--- config.mk ---
export PLATFORM = sky130hd
export DESIGN_NAME = seg_scan_drv
export DESIGN_NICKNAME = d
export VERILOG_FILES = /design/src/rtl/seg_scan_drv.sv
export SDC_FILE = /design/constraint.sdc
export NUM_CORES = 1
export LEC_CHECK = 0
export BUFFER_PORTS_ARGS = -buffer_cell sky130_fd_sc_hd__clkbuf_2
export CAP_MARGIN = 10
export CORE_ASPECT_RATIO = 1.2
export CORE_MARGIN = 10
export CORE_UTILIZATION = 55
export DETAILED_ROUTE_END_ITERATION = 8
export GPL_ROUTABILITY_DRIVEN = 0
export PLACE_DENSITY = 0.77
export RECOVER_POWER = 50
export SLEW_MARGIN = 20
export SYNTH_ARGS = -nofsm -noshare
export SYNTH_HDL_FRONTEND = slang
export SYNTH_SLANG_ARGS = --single-unit
--- constraint.sdc ---
create_clock -name clk -period 2.5 [get_ports clk]
set_input_delay 0 -clock clk [delete_from_list [all_inputs] [get_ports clk]]
set_output_delay 0 -clock clk [all_outputs]
set_load 0.005 [all_outputs]
--- src/rtl/seg_scan_drv.sv ---
// Four-digit multiplexed 7-segment scan driver with a shadow register and a one-clock anti-ghost gap.
// Optional blink highlight is compiled in only when SEG_SCAN_BLINK_EN is defined.
module seg_scan_drv #(
    parameter int unsigned CLK_IN_FREQ = 27000000,
    parameter int unsigned SCAN_HZ     = 1000,
    parameter int unsigned BLINK_HZ    = 2
) (
    input  logic        clk,
    input  logic        rst_n,
    input  logic [15:0] digits_i,
    input  logic [3:0]  dp_i,
    input  logic [3:0]  blank_i,
    input  logic [3:0]  blink_i,
    input  logic        load_i,
    output logic [3:0]  sel_seg,
    output logic [7:0]  seg_led
);

    localparam int unsigned SCAN_DIV_RAW = CLK_IN_FREQ / SCAN_HZ;
    localparam int unsigned SCAN_DIV     = (SCAN_DIV_RAW > 0) ? SCAN_DIV_RAW : 1;
    localparam int unsigned SCAN_W       = (SCAN_DIV > 1) ? $clog2(SCAN_DIV) : 1;
    localparam logic [SCAN_W-1:0] SCAN_LAST = SCAN_W'(SCAN_DIV - 1);

    localparam logic [1:0] S_OFF  = 2'd0;
    localparam logic [1:0] S_GAP  = 2'd1;
    localparam logic [1:0] S_SHOW = 2'd2;

    logic [SCAN_W-1:0] r_presc;
    logic              w_tick;
    logic [1:0]        r_state;
    logic [1:0]        w_state_nxt;
    logic [1:0]        r_idx;
    logic [1:0]        r_cur;

    logic [15:0]       r_sh_dig;
    logic [3:0]        r_sh_dp;
    logic [3:0]        r_sh_blank;

    logic [7:0]        r_pat;
    logic [7:0]        w_pat_nxt;
    logic [7:0]        w_pat_live;
    logic [3:0]        w_nib;
    logic [3:0]        w_sel_nxt;
    logic [7:0]        w_seg_nxt;
    logic              w_gap_mask;
    logic              w_show_mask;

    function automatic logic [6:0] seg_decode(input logic [3:0] nib);
        logic [6:0] seg;
        case (nib)
            4'd0:    seg = 7'h3F;
            4'd1:    seg = 7'h06;
            4'd2:    seg = 7'h5B;
            4'd3:    seg = 7'h4F;
            4'd4:    seg = 7'h66;
            4'd5:    seg = 7'h6D;
            4'd6:    seg = 7'h7D;
            4'd7:    seg = 7'h07;
            4'd8:    seg = 7'h7F;
            4'd9:    seg = 7'h6F;
            default: seg = 7'h00;
        endcase
        return seg;
    endfunction

    // Scan prescaler: tick on terminal count, then wrap.
    assign w_tick = (r_presc == SCAN_LAST);

    always_ff @(posedge clk or negedge rst_n) begin
        if (!rst_n) begin
            r_presc <= '0;
        end else if (w_tick) begin
            r_presc <= '0;
        end else begin
            r_presc <= r_presc + SCAN_W'(1);
        end
    end

    // r_idx is the next digit to show; r_cur is the digit being shown.
    always_ff @(posedge clk or negedge rst_n) begin
        if (!rst_n) begin
            r_idx <= 2'd0;
            r_cur <= 2'd0;
        end else if (w_tick) begin
            r_cur <= r_idx;
            r_idx <= r_idx + 2'd1;
        end
    end

    always_ff @(posedge clk or negedge rst_n) begin
        if (!rst_n) begin
            r_sh_dig   <= 16'h0000;
            r_sh_dp    <= 4'h0;
            r_sh_blank <= 4'h0;
        end else if (load_i) begin
            r_sh_dig   <= digits_i;
            r_sh_dp    <= dp_i;
            r_sh_blank <= blank_i;
        end
    end

`ifdef SEG_SCAN_BLINK_EN
    localparam int unsigned BLINK_DIV_RAW = CLK_IN_FREQ / (2 * BLINK_HZ);
    localparam int unsigned BLINK_DIV     = (BLINK_DIV_RAW > 0) ? BLINK_DIV_RAW : 1;
    localparam int unsigned BLINK_W       = (BLINK_DIV > 1) ? $clog2(BLINK_DIV) : 1;
    localparam logic [BLINK_W-1:0] BLINK_LAST = BLINK_W'(BLINK_DIV - 1);

    logic [BLINK_W-1:0] r_bcnt;
    logic               r_phase;
    logic [3:0]         r_sh_blink;
    logic               r_blk_sel;

    always_ff @(posedge clk or negedge rst_n) begin
        if (!rst_n) begin
            r_bcnt  <= '0;
            r_phase <= 1'b0;
        end else if (r_bcnt == BLINK_LAST) begin
            r_bcnt  <= '0;
            r_phase <= ~r_phase;
        end else begin
            r_bcnt  <= r_bcnt + BLINK_W'(1);
        end
    end

    always_ff @(posedge clk or negedge rst_n) begin
        if (!rst_n) begin
            r_sh_blink <= 4'h0;
        end else if (load_i) begin
            r_sh_blink <= blink_i;
        end
    end

    always_ff @(posedge clk or negedge rst_n) begin
        if (!rst_n) begin
            r_blk_sel <= 1'b0;
        end else if (!w_tick && (r_state == S_GAP)) begin
            r_blk_sel <= r_sh_blink[r_cur];
        end
    end

    assign w_gap_mask  = r_sh_blink[r_cur] & r_phase;
    assign w_show_mask = r_blk_sel & r_phase;
`else
    logic w_unused_blink;
    assign w_unused_blink = ^blink_i;
    assign w_gap_mask     = 1'b0;
    assign w_show_mask    = 1'b0;
`endif

    always_ff @(posedge clk or negedge rst_n) begin
        if (!rst_n) begin
            r_state <= S_OFF;
        end else begin
            r_state <= w_state_nxt;
        end
    end

    // Any tick opens a gap; the gap always resolves into a held digit.
    always_comb begin
        w_state_nxt = r_state;
        if (w_tick) begin
            w_state_nxt = S_GAP;
        end else if (r_state == S_GAP) begin
            w_state_nxt = S_SHOW;
        end
    end

    always_comb begin
        w_nib = 4'h0;
        case (r_cur)
            2'd0:    w_nib = r_sh_dig[3:0];
            2'd1:    w_nib = r_sh_dig[7:4];
            2'd2:    w_nib = r_sh_dig[11:8];
            default: w_nib = r_sh_dig[15:12];
        endcase
    end

    // Blank overrides both dp and decoded segments.
    assign w_pat_live = r_sh_blank[r_cur] ? 8'h00 : {r_sh_dp[r_cur], seg_decode(w_nib)};

    always_comb begin
        w_sel_nxt = sel_seg;
        w_seg_nxt = seg_led;
        w_pat_nxt = r_pat;
        if (w_tick) begin
            w_sel_nxt = 4'b1111;
            w_seg_nxt = 8'h00;
        end else begin
            case (r_state)
                S_GAP: begin
                    w_sel_nxt = ~(4'b0001 << r_cur);
                    w_pat_nxt = w_pat_live;
                    w_seg_nxt = w_gap_mask ? 8'h00 : w_pat_live;
                end
                S_SHOW: begin
                    w_seg_nxt = w_show_mask ? 8'h00 : r_pat;
                end
                default: begin
                    w_sel_nxt = 4'b1111;
                    w_seg_nxt = 8'h00;
                end
            endcase
        end
    end

    always_ff @(posedge clk or negedge rst_n) begin
        if (!rst_n) begin
            sel_seg <= 4'b1111;
            seg_led <= 8'h00;
            r_pat   <= 8'h00;
        end else begin
            sel_seg <= w_sel_nxt;
            seg_led <= w_seg_nxt;
            r_pat   <= w_pat_nxt;
        end
    end

endmodule

==> Yosys cells after proc, flatten, opt, wreduce, memory -nomap -nowiden <==
Memory sizes are Yosys's and may differ from the RTL's.
Cells that the tools add are included.
Widths: inputs -> output; s select.
{ "word_totals": {"reg_bits": 65, "latch_bits": 0, "mem_bits_rw": 0, "rom_bits": 112, "inputBits": 31, "output_inout_bits": 12, "wordCells": 39, "mem_count": 1} }
{ "classes": {"add_sub_neg": 2, "mul": 0, "n_div": 0, "n_lt_le_gt_ge": 1, "eq_ne": 6, "n_shift": 1, "mux": 13, "bitwise": 2, "reduce_logical": 3} }
{ "mem_list": {"columns": ["memory", "depth", "word_bits", "read_ports", "rd_clocked_by_memory_dff", "write_ports", "line", "rtl"], "rows": [
  ["(no name shown)", 16, 7, 1, 0, 0, "50", "case (nib)"]
]} }
{ "op_table": {"columns": ["op", "count"], "rows": [
  ["$mux 8", 2],
  ["$pmux 8 s2", 1],
  ["$add 15x1->15 const B", 1],
  ["$eq 15x15->1 const B", 1],
  ["$mux 15", 1],
  ["$pmux 4 s3", 1],
  ["$pmux 4 s2", 1],
  ["$bmux 1 s2", 2],
  ["$eq 2x1->1 const B", 2],
  ["$eq 2x2->1 const B", 2],
  ["$mux 2", 2],
  ["$mux 4", 1],
  ["$not 4->4", 1],
  ["$shl 1x2->4 const A", 1],
  ["$lt 2x3->1 const B", 1],
  ["$add 2x1->2 const B", 1],
  ["$logic_not 2->1", 1],
  ["$mux 1", 2],
  ["$ne 2x2->1 const B", 1],
  ["$reduce_and 2->1", 1],
  ["$reduce_bool 2->1", 1],
  ["$not 1->1", 1]
]} }

==> Depth between registers and ports, before layout <==
An unclocked memory read counts as a cell.
{ "depth": {"depth_word": 6, "ltp_mapped": 8, "ltp_nobuf": 7} }

==> Least setup slack after synthesis <==
No wires, ideal clock.
{ "synth_path": {"path_type": "flip-flop to flip-flop", "startpoint": "register r_cur[0]", "endpoint": "register r_pat[1]", "setup_ns": 0.122, "t_arrival_ns": 1.798, "t_required_ns": 2.378, "path_slack_ns": 0.581, "stages_incl_launch_ff": 7, "n_path_buf": 1, "synth_period_minus_slack_ns": 1.919, "path_cell_list": "dfrtp_1 > buf_6 > mux4_1 > inv_1 > ha_1 > nand2b_1 > a32o_1"} }
{ "synth_via": {"elab_chain_cells": 4, "elab_cells_between_ends": 8, "cone_classes": "eq/ne: 2; mux: 4; reduce/logical: 1; memory: 1"} }
{ "synth_lines": {"columns": ["item", "line", "rtl"], "rows": [
  ["from (decl)", "33", "logic [1:0] r_cur;"],
  ["from (signal assigned)", "85", "r_cur <= r_idx;"],
  ["$eq 2x2->1, or another cell as far along", "170", "case (r_cur)"],
  ["$pmux 4 s3", "170", null],
  ["$mem_v2 16x7", null, null],
  ["$mux 8 (*)", "179", "assign w_pat_live = r_sh_blank[r_cur] ? 8'h00 : {r_sh_dp[r_cur], seg_decode(w_nib)};"],
  ["to (signal assigned)", "214", "r_pat <= w_pat_nxt;"],
  ["to (decl)", "39", "logic [7:0] r_pat;"]
]} }
Mark *: on every way between the ends. The rest lies on a longest branch, timed or not. The select of a mux whose other input is x is not followed.
A chain may end at the register's enable or synchronous reset.

==> Worst setup path in the final report <==
{ "layout_path": {"startpoint": "register r_presc[3]", "endpoint": "register seg_led[5]"} }
{ "layout_via": {"elab_chain_cells": 2} }
{ "layout_lines": {"columns": ["item", "line", "rtl"], "rows": [
  ["from (decl)", "28", "logic [SCAN_W-1:0] r_presc;"],
  ["from (signal assigned)", "75", "r_presc <= r_presc + SCAN_W'(1);"],
  ["$eq 15x15->1", "67", "assign w_tick = (r_presc == SCAN_LAST);"],
  ["$mux 8", "185", "if (w_tick) begin"],
  ["named net w_seg_nxt[5]", "44", "logic [7:0] w_seg_nxt;"],
  ["to (signal assigned)", "213", "seg_led <= w_seg_nxt;"],
  ["to (decl)", "16", "output logic [7:0] seg_led"]
]} }
The timed path passes the listed nets, and every way through them passes these cells.

==> flow_metrics.tcl <==
set metrics [dict create \
    hp-class "in2reg" \
    drive_above_1_share_pct 27.4 \
    synth.most_common_cell "dfrtp_1" \
    startpoint_type "flip-flop" \
    synth_common_cells "dfrtp_1, mux2_2, nor2_1" \
    die_area_sq_um 8810 \
    routedWlPerCell_um 16.2 \
    hold_viol_final 0 \
    synth_seq_cells 65 \
    grt_setup_unrepaired "false" \
    slew_headroom_pct -8.26 \
    hold_ws_ns 0.382 \
    drc 0 \
    crit_required_ns 2.71 \
    maxCapViolCount 1 \
    p_int_mw 1.61 \
    floorplan.initialDensity_pct 56.5 \
    dp.cells 331 \
    p_switching_uw 490 \
    path_class "reg2reg" \
    fin_area_sq_um 3650 \
    clk_path_buf_depth 2 \
    ctsResizeCount 0 \
    core_sq_um 5300 \
    insertion_delay_ns 0.34 \
    swShare_pct 23.3 \
    cts_buffers 9 \
    cp_num_buf_inv 0 \
    violations "max-capacitance violations, max-slew violations" \
    power_frac_clock_pct 37.5 \
    syn_area_sq_um 3000 \
    firstDrtPassIters 4 \
    fin_crit_ns 2.14 \
    synth_edf_count 0 \
    grt_pass1_vias 2154 \
    clk_pin_slew_worst_paths_ns 0.07 \
    synth_flop_cell "dfrtp_1" \
    drt_iter0_markers 153 \
    place_area_sq_um 3240 \
    synth_cell_types 48 \
    routed_wirelength_um 6040 \
    clock-skew-final_ns 0.00628 \
    n_antenna_cell 0 \
    grt_max_degree 39 \
    ios 43 \
    die_h_um 101 \
    period_share_pct 85.6 \
    leakage_nw 1.57 \
    io_buffer_count 38 \
    dp.final_hpwl_um 4110 \
    antenna_found_initial 0 \
    vias 2053 \
    grt_first_pass_wirelength_um 10400 \
    track_usage_pct 15.1 \
    syn_inst 239 \
    path_cells "or4b_4 > nor4_4 > or2_2 > o22ai_1" \
    finalNonFillerCells 372 \
    vias_per_cell 5.52 \
    final_nets 341 \
    finish.utilization_pct 68.8 \
    area_delta_synth_final_pct 21.8 \
    cp_top_family "simple AND/OR/NAND/NOR gates" \
    grt-ovfl-total 0 \
    htree_levels 3 \
    ant_nets 0 \
    worstMarginPinSlew_ns 1.62 \
    post_cts_buffers 0 \
    pwr-share-seq_pct 53.0 \
    clock-root-buffer "clkbuf_8" \
    synthArstFlopShare_pct 100 \
    ir_drop_uv 453 \
    synthesis.nets 275 \
    avgSynthCellArea_sq_um 12.5 \
    critPathArrivalTime_ns 2.35 \
    setup_viol 0 \
    cp_slowest_cell "or4b_4" \
    fp.dieW_um 87.4 \
    synthTopCellsByArea "dfrtp_1, mux2_2, dfstp_2" \
    yosysTopAreaCell "dfrtp_1" \
    cpPeakStageDelay_ns 0.59 \
    cp_max_fo 11 \
    rows 29 \
    yosysWarnings 0 \
    synth_top_cell_area_share_pct 51.0 \
    seq_area_frac_synth_pct 54.5 \
    cts.sinks 65 \
    tns_ns 0 \
    cts_tree "done" \
    fmax_mhz 467 \
    maxSlewViolCount 28 \
    comb_power_share_pct 9.5 \
    cp-end-kind "flip-flop" \
    status "complete, but fails checks" \
    p_per_area_nw_per_um2 576 \
]
[metrics by stage]
stage,power (mW),setup slack [ns]
final,2.10,0.359
after floorplan,1.23,0.581
after global placement,1.29,0.402
after global routing,2.19,0.151
after detailed placement,1.30,0.383
after CTS,2.12,0.357
[registers in the layout, indices dropped and copies added (netlist names), 4 cells and up]
signal,flops
seg_led,8
sel_seg,4
r_sh_dp,4
r_presc,15
r_sh_dig,16
r_sh_blank,4
r_pat,8
[power groups by stage]
stage | logic (mW) | registers (mW) | clock network (mW)
floorplan | 0.112 | 1.12 | 0
global placement | 0.162 | 1.13 | 0
detailed placement | 0.168 | 1.13 | 0
CTS | 0.199 | 1.11 | 0.810
global route | 0.221 | 1.12 | 0.847
finish | 0.200 | 1.11 | 0.787
[cell type report]
cell class                      count  area (sq um)
Fill cell                         362          1650
Sequential cell                    65          1630
Multi-Input combinational cell    154          1260
Timing Repair Buffer               67           469
Clock buffer                       13           159
Tap cell                           62          77.6
Inverter                            8          30.0
Clock inverter                      3          15.0
[layer usage]
metal	global-route usage [%]	part of all wire, %
met1	17.5	42
met2	23.5	50
met3	6.47	5.9
met4	6.76	2.1
met5	0	0
[kinds of logic (layout without fill, tap and decap cells)]
logic type / Yosys count / count (layout) / share of synthesized area (%)
multiplexers: 32 / 32 / 14.5
XOR/XNOR: 13 / 13 / 3.80
AND/OR/NAND/NOR: 68 / 68 / 12.1
adder cells (fa/ha/maj): 5 / 5 / 2.09
buffers and inverters: 20 / 91 / 3.30
AO/OA/AOI/OAI: 36 / 36 / 9.69
flip-flops: 65 / 65 / 54.5
[cells in the final DEF (no fill, tap or decap), types with 3 or more instances in the layout]
cell type / n
dfrtp_1: 61
clkbuf_2: 27
mux2_2: 26
dlygate4sd3_1: 25
nor2_1: 19
nand2_1: 17
clkbuf_1: 13
clkbuf_8: 11
inv_1: 8
xor2_1: 7
xnor2_1: 6
nor3_1: 5
nand2b_1: 5
ha_1: 5
mux4_2: 4
nand3_1: 4
dfstp_2: 4
nor2b_1: 3
o22ai_1: 3
o32ai_1: 3
a21oi_1: 3
nand4_1: 3
o21bai_1: 3
clkinv_2: 3
buf_4: 3
[final timing paths]
path	cells past startpoint	startpoint	endpoint	slack [ns]
max in group asynchronous	3	rst_n	sel_seg[1]	0.93
min reg2reg	1	r_idx[0]	r_idx[0]	0.48
max reg2reg	4	r_presc[3]	seg_led[5]	0.36
min	2	load_i	r_sh_dig[13]	0.38
max	4	r_presc[3]	seg_led[5]	0.36
min in group asynchronous	2	rst_n	r_presc[5]	0.61
[repair_timing]
| item | CTS | global route |
|---|---|---|
| hold endpoints to repair | 51 | 0 |
| hold buffers | 25 | 0 |
| endpoints found under the setup margin | 0 | 0 |
(Power assumes the default switching activity.)
